<file path="src/rtl/uart_pkg.sv">
// Shared UART definitions: frame width, default bit timing and receiver state encoding.
// The lab transmitter imports the same constants.
package uart_pkg;

    localparam int unsigned DATA_BITS            = 8;
    localparam int unsigned DEFAULT_CLKS_PER_BIT = 868;

    typedef enum logic [2:0] {
        IDLE,
        START,
        DATA,
        STOP,
        BREAK
    } rx_state_t;

endpackage

</file>
<file path="src/rtl/uart_sync.sv">
// Multi-stage synchroniser for an asynchronous input that idles high.
// Resets to 1 so a line held in reset does not look like a start bit.
module uart_sync #(
    parameter int unsigned STAGES = 2
) (
    input  logic clk,
    input  logic rst_n,
    input  logic d,
    output logic q
);

    logic [STAGES-1:0] sync;

    always_ff @(posedge clk or negedge rst_n) begin
        if (!rst_n) begin
            sync <= '1;
        end else begin
            sync <= {sync[STAGES-2:0], d};
        end
    end

    assign q = sync[STAGES-1];

endmodule

</file>
<file path="src/rtl/uart_rx_8n1.sv">
// 8N1 UART receiver with a one-entry holding register, framing-error and overrun flags.
// Bits are sampled mid-period using a down-counter that reloads on every state entry.
module uart_rx_8n1
    import uart_pkg::*;
#(
    parameter int unsigned CLKS_PER_BIT = DEFAULT_CLKS_PER_BIT,
    parameter int unsigned SYNC_STAGES  = 2
) (
    input  logic                 clk_i,
    input  logic                 rst_ni,
    input  logic                 rx_i,
    input  logic                 rd_i,
    output logic [DATA_BITS-1:0] data_o,
    output logic                 rdy_o,
    output logic                 valid_o,
    output logic                 frame_err_o,
    output logic                 overrun_o,
    output logic                 busy_o
);

    localparam int unsigned      CNT_W    = $clog2(CLKS_PER_BIT);
    localparam logic [CNT_W-1:0] CNT_HALF = CNT_W'(CLKS_PER_BIT / 2 - 1);
    localparam logic [CNT_W-1:0] CNT_FULL = CNT_W'(CLKS_PER_BIT - 1);

    logic                 rx_s;
    rx_state_t            state;
    logic [CNT_W-1:0]     cnt;
    logic [2:0]           bit_idx;
    logic [DATA_BITS-1:0] shift_reg;

    uart_sync #(
        .STAGES(SYNC_STAGES)
    ) u_sync (
        .clk  (clk_i),
        .rst_n(rst_ni),
        .d    (rx_i),
        .q    (rx_s)
    );

    always_ff @(posedge clk_i or negedge rst_ni) begin
        if (!rst_ni) begin
            state       <= IDLE;
            cnt         <= '0;
            bit_idx     <= '0;
            shift_reg   <= '0;
            data_o      <= '0;
            rdy_o       <= 1'b0;
            valid_o     <= 1'b0;
            frame_err_o <= 1'b0;
            overrun_o   <= 1'b0;
            busy_o      <= 1'b0;
        end else begin
            valid_o     <= 1'b0;
            frame_err_o <= 1'b0;

            // Consumer ack; a simultaneous load below overrides rdy_o.
            if (rd_i && rdy_o) begin
                rdy_o     <= 1'b0;
                overrun_o <= 1'b0;
            end

            if (cnt != '0) begin
                cnt <= cnt - CNT_W'(1);
            end

            unique case (state)
                IDLE: begin
                    if (!rx_s) begin
                        state  <= START;
                        cnt    <= CNT_HALF;
                        busy_o <= 1'b1;
                    end
                end
                START: begin
                    if (cnt == '0) begin
                        if (!rx_s) begin
                            state   <= DATA;
                            cnt     <= CNT_FULL;
                            bit_idx <= '0;
                        end else begin
                            state  <= IDLE;
                            busy_o <= 1'b0;
                        end
                    end
                end
                DATA: begin
                    if (cnt == '0) begin
                        shift_reg <= {rx_s, shift_reg[DATA_BITS-1:1]};
                        bit_idx   <= bit_idx + 3'd1;
                        cnt       <= CNT_FULL;
                        if (bit_idx == 3'd7) begin
                            state <= STOP;
                        end
                    end
                end
                STOP: begin
                    if (cnt == '0) begin
                        if (rx_s) begin
                            data_o  <= shift_reg;
                            valid_o <= 1'b1;
                            rdy_o   <= 1'b1;
                            if (rdy_o && !rd_i) begin
                                overrun_o <= 1'b1;
                            end
                            state  <= IDLE;
                            busy_o <= 1'b0;
                        end else begin
                            frame_err_o <= 1'b1;
                            state       <= BREAK;
                        end
                    end
                end
                BREAK: begin
                    // Hold off until the line returns high so a break is not read as 0x00 frames.
                    if (rx_s) begin
                        state  <= IDLE;
                        busy_o <= 1'b0;
                    end
                end
                default: begin
                    state  <= IDLE;
                    busy_o <= 1'b0;
                end
            endcase
        end
    end

endmodule

</file>
<file path="config.mk">
export PLATFORM = sky130hd
export DESIGN_NAME = uart_rx_8n1
export DESIGN_NICKNAME = d
export VERILOG_FILES = /design/src/rtl/uart_pkg.sv /design/src/rtl/uart_sync.sv /design/src/rtl/uart_rx_8n1.sv
export SDC_FILE = /design/constraint.sdc
export NUM_CORES = 1
export LEC_CHECK = 0
export BUFFER_PORTS_ARGS = -buffer_cell sky130_fd_sc_hd__buf_2
export CORE_ASPECT_RATIO = 2
export CORE_MARGIN = 8
export CORE_UTILIZATION = 52
export CTS_CLUSTER_DIAMETER = 150
export CTS_CLUSTER_SIZE = 25
export DETAILED_ROUTE_END_ITERATION = 12
export HOLD_SLACK_MARGIN = 0.15
export PLACE_DENSITY = 0.83
export SLEW_MARGIN = 20
export SYNTH_ARGS = -nofsm -noshare
export SYNTH_HDL_FRONTEND = slang
export SYNTH_SLANG_ARGS = --single-unit
</file>
<file path="constraint.sdc">
create_clock -name clk_i -period 2.3 [get_ports clk_i]
set_input_delay 0.115 -clock clk_i [delete_from_list [all_inputs] [get_ports clk_i]]
set_output_delay 0.115 -clock clk_i [all_outputs]
set_load 0.1 [all_outputs]
</file>
### Yosys cells after proc, flatten, opt, wreduce, memory -nomap -nowiden

Cells that the tools add are included.

| word-level totals | value |
|---|---|
| register bits after elaboration | 39 |
| latch bits | 0 |
| RAM bits | 0 |
| ROM bits | 0 |
| input bits | 4 |
| output and inout port bits | 13 |
| memories kept | 0 |

| operators by class | value |
|---|---|
| $add $sub $neg | 2 |
| multiply operators | 0 |
| div/mod/pow operators | 0 |
| magnitude comparators | 0 |
| eq/ne operators | 13 |
| shifts and indexed selects | 0 |
| multiplexer cells | 38 |
| bitwise operators | 1 |
| reductions and logical operators | 13 |

Operators by type and width:

| kind | count |
|---|---|
| $mux W10 | 5 |
| $mux W3 | 10 |
| $pmux W10 S3 | 1 |
| $mux W1 | 18 |
| $pmux W3 S5 | 1 |
| $ne A2 B2 Y1 const B | 6 |
| $logic_not A10 Y1 | 1 |
| $reduce_bool A10 Y1 | 1 |
| $sub A10 B1 Y10 const B | 1 |
| $eq A3 B2 Y1 const B | 2 |
| $eq A3 B3 Y1 const B | 2 |
| $pmux W3 S2 | 1 |
| $reduce_and A3 Y1 | 2 |
| $reduce_and A6 Y1 | 1 |
| $ne A2 B1 Y1 const B | 2 |
| $pmux W1 S4 | 1 |
| $reduce_and A4 Y1 | 1 |
| $add A3 B1 Y3 const B | 1 |
| $eq A3 B1 Y1 const B | 1 |
| $logic_not A3 Y1 | 1 |
| $logic_and A1 B1 Y1 | 2 |
| $mux W2 | 1 |
| $reduce_and A2 Y1 | 1 |
| $reduce_bool A2 Y1 | 1 |
| 3 further kinds | 3 |

### Logic depth before layout (Yosys ltp)

Gate-level depths: netlist (run 1).

| logic depth | value |
|---|---|
| word-level depth | 6 |
| depth in mapped cells | 10 |
| mapped depth without buffers | 10 |

### By module

From an unflattened synthesis (run 1), not the netlist that was laid out.

| unflattened totals | value |
|---|---|
| cells, all modules | 156 |
| area total of the unflattened synthesis | 1814.2 um2 |

By module, submodules not included:

| module | instances | cells an instance | area an instance (um2) | seq. area each (um2) |
|---|---|---|---|---|
| uart_rx_8n1 | 1 | 154 | 1761.7 | 925.9 |
| uart_sync | 1 | 2 | 52.6 | 52.6 |

### Worst setup path after synthesis (run 1)

No wires, ideal clock.

| timing | value |
|---|---|
| path kind | reg2reg |
| from | register cnt[0] |
| to | register cnt[0] |
| setup time | 0.128 ns |
| arrival time | 2.414 ns |
| path slack | -0.242 ns |
| stages on the path, launching flop included | 11 |
| period minus slack after synthesis | 2.542 ns |
| cell sequence | dfrtp_1 inv_1 ha_1 or3b_4 nor3_4 inv_2 ha_1 nor3b_1 a31oi_1 a211oi_1 a211oi_1 |

| on the way | value |
|---|---|
| longest elaborated chain between the ends | 5 |
| elaborated cells on any way between the ends | 9 |
| classes of those cells | 1 x add/sub; 6 x mux; 2 x reduce/logical |

RTL lines:

| element | RTL line | text |
|---|---|---|
| start, declared | uart_rx_8n1.sv:27 | `logic [CNT_W-1:0] cnt;` |
| start signal, assigned | uart_rx_8n1.sv:63 | `cnt <= cnt - CNT_W'(1);` |
| $sub A10 B1 Y10 / $reduce_bool A10 Y1 (equally long branches) | uart_rx_8n1.sv:63, uart_rx_8n1.sv:62 |  |
| $mux W10 | uart_rx_8n1.sv:62 | `if (cnt != '0) begin` |
| $mux W10 | uart_rx_8n1.sv:76 | `if (!rx_s) begin` |
| $mux W10 | uart_rx_8n1.sv:75 | `if (cnt == '0) begin` |
| $pmux W10 S3 (*) | uart_rx_8n1.sv:66 | `unique case (state)` |

Mark *: on every way between the ends. The rest lies on a longest branch, timed or not.
A chain may end at the register's enable or synchronous reset.

### Final worst setup path (run 1)

| timing | value |
|---|---|
| from | register cnt[0] |
| to | register data_o[2] |

| on the way | value |
|---|---|
| longest elaborated chain between the ends | 2 |

RTL lines:

| element | RTL line | text |
|---|---|---|
| $logic_not A10 Y1 | uart_rx_8n1.sv:97 | `if (cnt == '0) begin` |
| $reduce_and A3 Y1 (no source line) | -- |  |
| end signal, assigned | uart_rx_8n1.sv:99 | `data_o <= shift_reg;` |
| end, declared | uart_rx_8n1.sv:13 | `output logic [DATA_BITS-1:0] data_o,` |

Every way passes these cells.

==> load_flow_metrics.sql, run 1 <==
INSERT INTO impl_metrics (metric_group, metric, value, unit) VALUES
('synthesis', 'proportion_of_synthesized_area_in_mux_cells', '11.7', '%'),
('synthesis', 'syn_area_per_cell', '11.9', 'sq um'),
('setup_path', 'timing.critical_path.required', '2.47', 'ns'),
('timing', 'rsz0062_at_grt', 'no', ''),
('grt', 'grtUsageTotal', '14.6', '%'),
('clocking', 'clock-sinks', '39', ''),
('clocking', 'clk_pin_slew_worst_paths', '0.08', 'ns'),
('synthesis', 'synth_area_leader_cell', 'dfrtp_1', ''),
('finish', 'number_of_fill_cells', '252', ''),
('grt', 'globalRouteOverflowTotal', '0', ''),
('timing', 'clock-skew-final', '0.00704', 'ns'),
('floorplanning', 'die_height', '99.2', 'microns'),
('synthesis', 'synth_top_area_share', '51.4', '%'),
('setup_path', 'criticalPathCategory', 'flip-flop to flip-flop', ''),
('drt', 'wl_met2', '2200', 'microns'),
('timing', 'layout_min_cycle_time', '2.19', 'ns'),
('synthesis', 'synthSimpleGateAreaFrac', '16.1', '%'),
('timing', 'report.final.setup_viol', '0', ''),
('synthesis', 'combinational_family_with_the_most_area_after_synthesis', 'simple AND/OR/NAND/NOR gates', ''),
('synthesis', 'asyncSetResetFlopFracSynth', '100', '%'),
('outcome', 'result_of_the_run', 'finished, final reports clean', ''),
('grt', 'antenna_found_initial', '0', ''),
('run', 'max_cap_violations', '0', ''),
('synthesis', 'synth-adder-area-share', '3.33', '%'),
('floorplanning', 'row_count', '30', ''),
('place', 'port_buffers', '16', ''),
('timing', 'hold_violations', '0', ''),
('place', 'placed_area', '0.00197', 'sq mm'),
('clocking', 'clk_latency', '0.29', 'ns'),
('power_and_ir_drop', 'total_leakage_power', '1.00', 'nW'),
('synthesis', 'ys_seq_elements', '39', ''),
('place', 'placement.setup.worst_slack', '0.120', 'ns'),
('floorplanning', 'width_of_the_chip', '57.6', 'microns'),
('timing', 'finalMaxSlewViolations', '0', ''),
('setup_path', 'worstPathArrival', '2.36', 'ns'),
('synthesis', 'synth.area.top_cells', 'dfrtp_1 (51%), mux2_2 (11%), dfstp_2 (2.9%)', ''),
('synthesis', 'synthesis.area', '0.00180', 'sq mm'),
('drt', 'dr.max_layer_used', 'met4', ''),
('timing', 'worst-slew-pin-transition', '0.830', 'ns'),
('grt', 'grt_max_degree', '40', ''),
('clocking', 'cts_htree_levels', '2', ''),
('grt', 'grt_first_pass_wirelength', '6530', 'microns'),
('timing', 'worst_slew_margin_rel', '44.7', '%'),
('floorplanning', 'core_area', '0.00334', 'sq mm'),
('timing', 'post-route-period-util', '95.1', '%'),
('place', 'finalWeightedCongestion', '0.861', ''),
('setup_path', 'critPathLaunchType', 'flip-flop', ''),
('drt', 'wirelength_met1', '1340', 'microns'),
('drt', 'first_pass_iters', '4', ''),
('place', 'dp.final_hpwl', '2890', 'microns'),
('finish', 'largest_reg_flops', '10', ''),
('drt', 'met3_length', '139', 'microns'),
('clocking', 'numCtsBuffers', '5', ''),
('setup_path', 'highest_fanout_seen_on_the_critical_path', '7', ''),
('drt', 'via_count', '1346', ''),
('drt', 'via_per_inst', '6.26', ''),
('synthesis', 'synth-compound-area-share', '11.2', '%'),
('drt', 'post-route-drc-count', '0', ''),
('synthesis', 'synth.yosys.warnings', '0', ''),
('finish', 'antennaDiodeCount', '0', ''),
('clocking', 'ctsRootBufferMaster', 'clkbuf_8', ''),
('setup_path', 'setup.worst_path.end_class', 'flip-flop', ''),
('grt', 'grt_pass1_vias', '1449', ''),
('synthesis', 'synth_fp_nets', '160', ''),
('finish', 'syn_to_final_growth', '16.8', '%'),
('floorplanning', 'initial_utilization', '53.9', '%'),
('clocking', 'cts_buffer_depth', '2', ''),
('min_path', 'hp-class', 'flip-flop to flip-flop', ''),
('clocking', 'cts_tree', 'yes', ''),
('synthesis', 'synth_edf_count', '0', ''),
('synthesis', 'ys_seq_area_share', '54.3', '%');
==> layout by cell type, fill, tap and decap left out, types with 3 or more instances in the layout <==
cell	instances
nand3b_1	3
nor4_1	4
nor3_1	4
nor2_1	10
o21ai_0	7
dlygate4sd3_1	3
buf_2	16
a211oi_1	4
buf_4	8
nor3b_1	3
clkbuf_8	5
dfrtp_1	37
inv_1	7
nand2_1	6
mux2_2	17
a21oi_1	5
==> critical path, stage by stage (launching register included) <==
cell     delay (ns)
dfrtp_1        0.39
inv_1          0.09
ha_2           0.21
or3b_4         0.42
nor3_4         0.16
buf_4          0.19
nand3_4        0.10
inv_2          0.16
mux2_2         0.36
==> layer usage <==
| layer | GRT usage, % | vias to the layer above |
|---|---|---|
| li1 | - | 621 |
| met1 | 13.5 | 669 |
| met2 | 26.5 | 39 |
| met3 | 3.62 | 17 |
| met4 | 10.1 | 0 |
| met5 | 0 | - |
==> Yosys cell counts, types with 2 or more instances <==
master and instances:
nor3_1 4, nand2b_1 2, o31ai_1 2, nand2_1 6, nor4_1 4, a211oi_1 5
dfrtp_1 37, nor3b_1 3, a21oi_1 5, inv_1 7, ha_1 4, inv_2 2
nor2_1 10, clkbuf_1 3, mux2_2 17, nand3b_1 3, mux2i_1 2, o21ai_0 7
or3_1 2, nand3_4 2, dfstp_2 2, a31oi_1 2
==> layout make-up <==
| class | instances | area [sq um] | area share [%] |
|---|---|---|---|
| clock buffer | 5 | 68.8 | 3.27 |
| clock inverter | 3 | 20.0 | 0.951 |
| inverter | 9 | 33.8 | 1.61 |
| multi-input combinational | 100 | 793 | 37.7 |
| sequential | 39 | 978 | 46.5 |
| tap | 32 | 40.0 | 1.90 |
| timing repair buffer | 27 | 170 | 8.09 |
==> where the power goes <==
group / total, mW / leakage, nW / internal, mW / switching, mW
Sequential: 0.694 / 0.511 / 0.690 / 0.00424
Combinational: 0.0378 / 0.450 / 0.00923 / 0.0286
Clock: 0.456 / 0.0402 / 0.211 / 0.245
==> stage by stage <==
stage / hold slack (ns) / instances / TNS, ns / utilization, % / power (mW)
6_report: 0.349 / 215 / 0 / 63.0 / 1.19
5_1_grt: 0.362 / 215 / 0 / 63.0 / 1.23
3_5_place_dp: 0.221 / 203 / 0 / 59.1 / 0.742
4_1_cts: 0.354 / 214 / 0 / 62.6 / 1.20
3_3_place_gp: 0.221 / 203 / 0 / 59.1 / 0.741
2_1_floorplan: -0.181 / 152 / -0.106 / - / 0.723
==> final timing paths <==
| check | startpoint | end | slack, ns | depth (start not counted) |
|---|---|---|---|---|
| worst max-delay path | cnt[0] | data_o[2] | 0.11 | 8 |
| worst min-delay path | u_sync.sync[0] | u_sync.sync[1] | 0.35 | 0 |
| worst max register to register | cnt[0] | data_o[2] | 0.11 | 8 |
| worst min register to register | u_sync.sync[0] | u_sync.sync[1] | 0.35 | 0 |
| max in group asynchronous | rst_ni | shift_reg[5] | 1.31 | 2 |
| min in group asynchronous | rst_ni | state[0] | 0.46 | 2 |
==> cell families after synthesis <==
family          count (synthesis)
buf+inv                        13
mux                            19
compound gates                 30
xor+xnor                        1
flops                          39
fa+ha+maj                       5
simple gates                   45
==> repair_timing <==
action,4_1_cts,5_1_grt
hold buffers,3,0
endpoints found under the setup margin,0,1
setup buffers,0,1
endpoints found under the hold margin,40,0
resized for setup,0,1
(Power assumes the default switching activity.)
==> inputs of run 2 (changes only) <==
- CORE_ASPECT_RATIO: 2 -> unset
- SYNTH_HIERARCHICAL: unset -> 1
==> run 2 against run 1 <==
  * Non-clock buffer count increased by 2
  * Final area unchanged
  * Cell count increased by 7.9%
  * Die area is 1.5% lower
  * Critical path type unchanged
  * Largest power group unchanged
  * Sequential cell count unchanged
  * Critical path depth is 2 higher
  * Sequential share of layout area is the same
  * Core utilization is 0.071 points higher
  * Routed wire length down 0.73%
  * Clock power fell by 25%
  * Hold slack improved by 0.013 ns
  * Maximum frequency grew 0.31%
==> load_flow_metrics.sql, run 2 <==
INSERT INTO impl_metrics (metric_group, metric, value, unit) VALUES
('outcome', 'result_of_the_run', 'finished, final reports clean', ''),
('power_and_ir_drop', 'sum_of_internal_switching_and_leakage_power', '1.07', 'mW'),
('floorplanning', 'initial_utilization', '54.4', '%'),
('power_and_ir_drop', 'power_density', '510', 'mW/mm^2'),
('setup_path', 'worstPathArrival', '2.42', 'ns'),
('place', 'placedCellCount', '220', ''),
('place', 'dp.final_hpwl', '2700', 'microns'),
('setup_path', 'setup.worst_path.end_class', 'flip-flop', ''),
('drt', 'first_pass_iters', '5', ''),
('timing', 'post-route-period-util', '94.8', '%'),
('floorplanning', 'row_count', '21', ''),
('timing', 'hold_violations', '0', ''),
('drt', 'route.detailed.wl_per_inst', '16.3', 'microns'),
('power_and_ir_drop', 'pwr-share-clk', '31.7', '%'),
('synthesis', 'synth_edf_count', '0', ''),
('timing', 'timing.setup.tns', '0', 'ns'),
('setup_path', 'timing.critical_path.required', '2.54', 'ns'),
('drt', 'wirelength', '3790', 'microns'),
('place', 'placement.setup.worst_slack', '0.0823', 'ns'),
('setup_path', 'criticalPathCategory', 'flip-flop to flip-flop', ''),
('timing', 'worst-slew-pin-transition', '0.848', 'ns'),
('drt', 'drtAntennaViolNets', '0', ''),
('floorplanning', 'core_area', '0.00334', 'sq mm'),
('grt', 'grt_pass1_vias', '1354', ''),
('place', 'port_buffers', '16', ''),
('drt', 'via_per_inst', '5.78', ''),
('synthesis', 'ys_seq_elements', '39', ''),
('floorplanning', 'fp.dieArea', '0.00563', 'sq mm'),
('setup_path', 'critPathLaunchType', 'flip-flop', ''),
('run', 'max_cap_violations', '0', ''),
('finish', 'final_util', '63.1', '%'),
('floorplanning', 'design.portCount', '17', ''),
('timing', 'layout_min_cycle_time', '2.18', 'ns'),
('setup_path', 'slowest_delay', '0.41', 'ns'),
('drt', 'post-route-drc-count', '0', ''),
('finish', 'final_net_count', '193', ''),
('clocking', 'cts_buffer_depth', '2', ''),
('synthesis', 'syn_area_per_cell', '11.6', 'sq um'),
('synthesis', 'synth.yosys.warnings', '6', ''),
('power_and_ir_drop', 'cellInternalPower', '817', 'uW'),
('synthesis', 'postSynth.topFlopCell', 'dfrtp_1', ''),
('finish', 'final_layout_size_suffix_gt1_share', '32.8', '%'),
('synthesis', 'ys_seq_area_share', '53.9', '%'),
('synthesis', 'synth_area_leader_cell', 'dfrtp_1', ''),
('finish', 'largest_reg_flops', '10', ''),
('timing', 'rsz0062_at_grt', 'no', ''),
('synthesis', 'synth_cell_types', '45', ''),
('finish', 'most_common_cell_after_layout_fill_and_taps_aside', 'dfrtp_1', ''),
('power_and_ir_drop', 'power.combinational.fraction', '3.7', '%'),
('grt', 'grtUsageTotal', '14.9', '%'),
('floorplanning', 'die_height', '75.1', 'microns'),
('power_and_ir_drop', 'netSwitchingPower', '255', 'uW'),
('timing', 'report.final.setup_viol', '0', ''),
('synthesis', 'synthesis.instances', '156', ''),
('synthesis', 'synthesis.area', '0.00181', 'sq mm'),
('timing', 'finalMaxSlewViolations', '0', ''),
('clocking', 'clk_pin_slew_worst_paths', '0.12', 'ns'),
('timing', 'clock-skew-final', '0.0105', 'ns'),
('min_path', 'hp-class', 'flip-flop to flip-flop', ''),
('grt', 'antenna_found_initial', '0', ''),
('clocking', 'clk_latency', '0.35', 'ns'),
('clocking', 'ctsRootBufferMaster', 'clkbuf_4', ''),
('clocking', 'clock-sinks', '39', ''),
('synthesis', 'synth.area.top_cells', 'dfrtp_1 (51%), mux2_2 (9.9%), a21oi_1 (3.0%)', ''),
('setup_path', 'cp_cell_sequence', 'inv_1 > ha_2 > or3b_4 > nor3_4 > clkinv_2 > ha_4 > nor3b_2 > a21oi_1 > a211oi_1 > a311oi_1', ''),
('synthesis', 'most_frequent_cell_after_synthesis', 'dfrtp_1', ''),
('finish', 'number_of_fill_cells', '296', ''),
('clocking', 'cts_tree', 'yes', ''),
('grt', 'grt_max_degree', '40', ''),
('finish', 'layout_common_cells', 'dfrtp_1 (37), mux2_2 (16), buf_2 (16)', ''),
('drt', 'first_iter_violations', '95', ''),
('setup_path', 'highest_fanout_seen_on_the_critical_path', '4', ''),
('finish', 'antennaDiodeCount', '0', ''),
('clocking', 'numCtsBuffers', '5', ''),
('power_and_ir_drop', 'total_leakage_power', '0.982', 'nW'),
('timing', 'worst_slew_margin_rel', '43.5', '%'),
('synthesis', 'synth_fp_nets', '164', ''),
('power_and_ir_drop', 'power.sequential.fraction', '64.6', '%'),
('synthesis', 'synth_commonest_cells', 'dfrtp_1 (37), mux2_2 (16), a21oi_1 (11)', ''),
('finish', 'syn_to_final_growth', '16.0', '%'),
('synthesis', 'synth_top_area_share', '51.0', '%'),
('clocking', 'cts_htree_levels', '2', ''),
('drt', 'via_count', '1341', ''),
('timing', 'timing.final.ws_setup', '0.119', 'ns'),
('power_and_ir_drop', 'ir_drop', '0.451', 'mV'),
('grt', 'grt_first_pass_wirelength', '6290', 'microns'),
('place', 'finalWeightedCongestion', '0.864', ''),
('floorplanning', 'width_of_the_chip', '75.1', 'microns'),
('finish', 'final_cells', '232', ''),
('grt', 'globalRouteOverflowTotal', '0', ''),
('setup_path', 'cp_slowest_cell', 'or3b_4', ''),
('timing', 'highest_clock_rate', '458', 'MHz'),
('synthesis', 'asyncSetResetFlopFracSynth', '100', '%'),
('power_and_ir_drop', 'power.switching_fraction', '23.8', '%');
## run 2: metrics by stage
stage	cell area [sq um]	hold WS, ns
floorplan	1830	-0.181
global placement	2010	0.222
detailed placement	2010	0.228
CTS	2090	0.364
global route	2100	0.366
finish	2100	0.362
## run 2: cells by family (layout without fill, tap and decap cells)
logic type      Yosys count  count (layout)  synth area share (%)
compound gates           35              35                  13.5
fa+ha+maj                 5               5                  3.31
buf+inv                  13              43                  2.90
flops                    39              39                  53.9
mux                      17              17                  10.5
simple gates             47              47                  15.9
## run 2: timing repair
item                                    4_1_cts  5_1_grt
setup buffers                                 0        1
endpoints found under the setup margin        0        2
hold buffers                                  3        0
resized for setup                             0        2
hold endpoints to repair                     40        0
## run 2: layout make-up
type                            instances  area (sq um)  area share [%]
Inverter                                6          23.8            1.13
Timing Repair Buffer                   29           185            8.80
Clock buffer                            6          41.3            1.96
Multi-Input combinational cell        104           806            38.3
Tap cell                               46          57.6            2.73
Clock inverter                          2          12.5           0.595
Sequential cell                        39           978            46.5
## run 2: critical path: cells and delay by family (launching register included)
| kind | cells | cell delay, ns |
|---|---|---|
| and+or+nand+nor | 3 | 0.73 |
| AOI/OAI and AO/OA | 3 | 0.33 |
| buffers and inverters | 2 | 0.18 |
| DFF | 1 | 0.40 |
| adders and majority gates | 2 | 0.43 |
## run 2: per-layer routing
layer	GRT usage, %	vias up	wire length [microns]
li1	-	640	-
met1	16.7	657	1630
met2	25.1	38	1890
met3	4.79	6	206
met4	6.52	0	61
met5	0	-	0
## run 2: final timing paths
check,endpoint,start,depth (start not counted),slack [ns]
setup / recovery,cnt[0],cnt[0],10,0.12
hold / removal,u_sync/sync[1],u_sync/sync[0],0,0.36
hold reg to reg,u_sync/sync[1],u_sync/sync[0],0,0.36
max in group asynchronous,data_o[4],rst_ni,2,1.35
min in group asynchronous,cnt[7],rst_ni,2,0.41
setup reg to reg,cnt[0],cnt[0],10,0.12
## run 2: power by group through the flow
stage | sequential [mW] | clock [mW] | combinational (mW)
finish | 0.693 | 0.340 | 0.0392
floorplan | 0.715 | 0 | 0.00784
CTS | 0.693 | 0.354 | 0.0398
global route | 0.694 | 0.394 | 0.0437
detailed placement | 0.707 | 0 | 0.0360
global placement | 0.706 | 0 | 0.0347
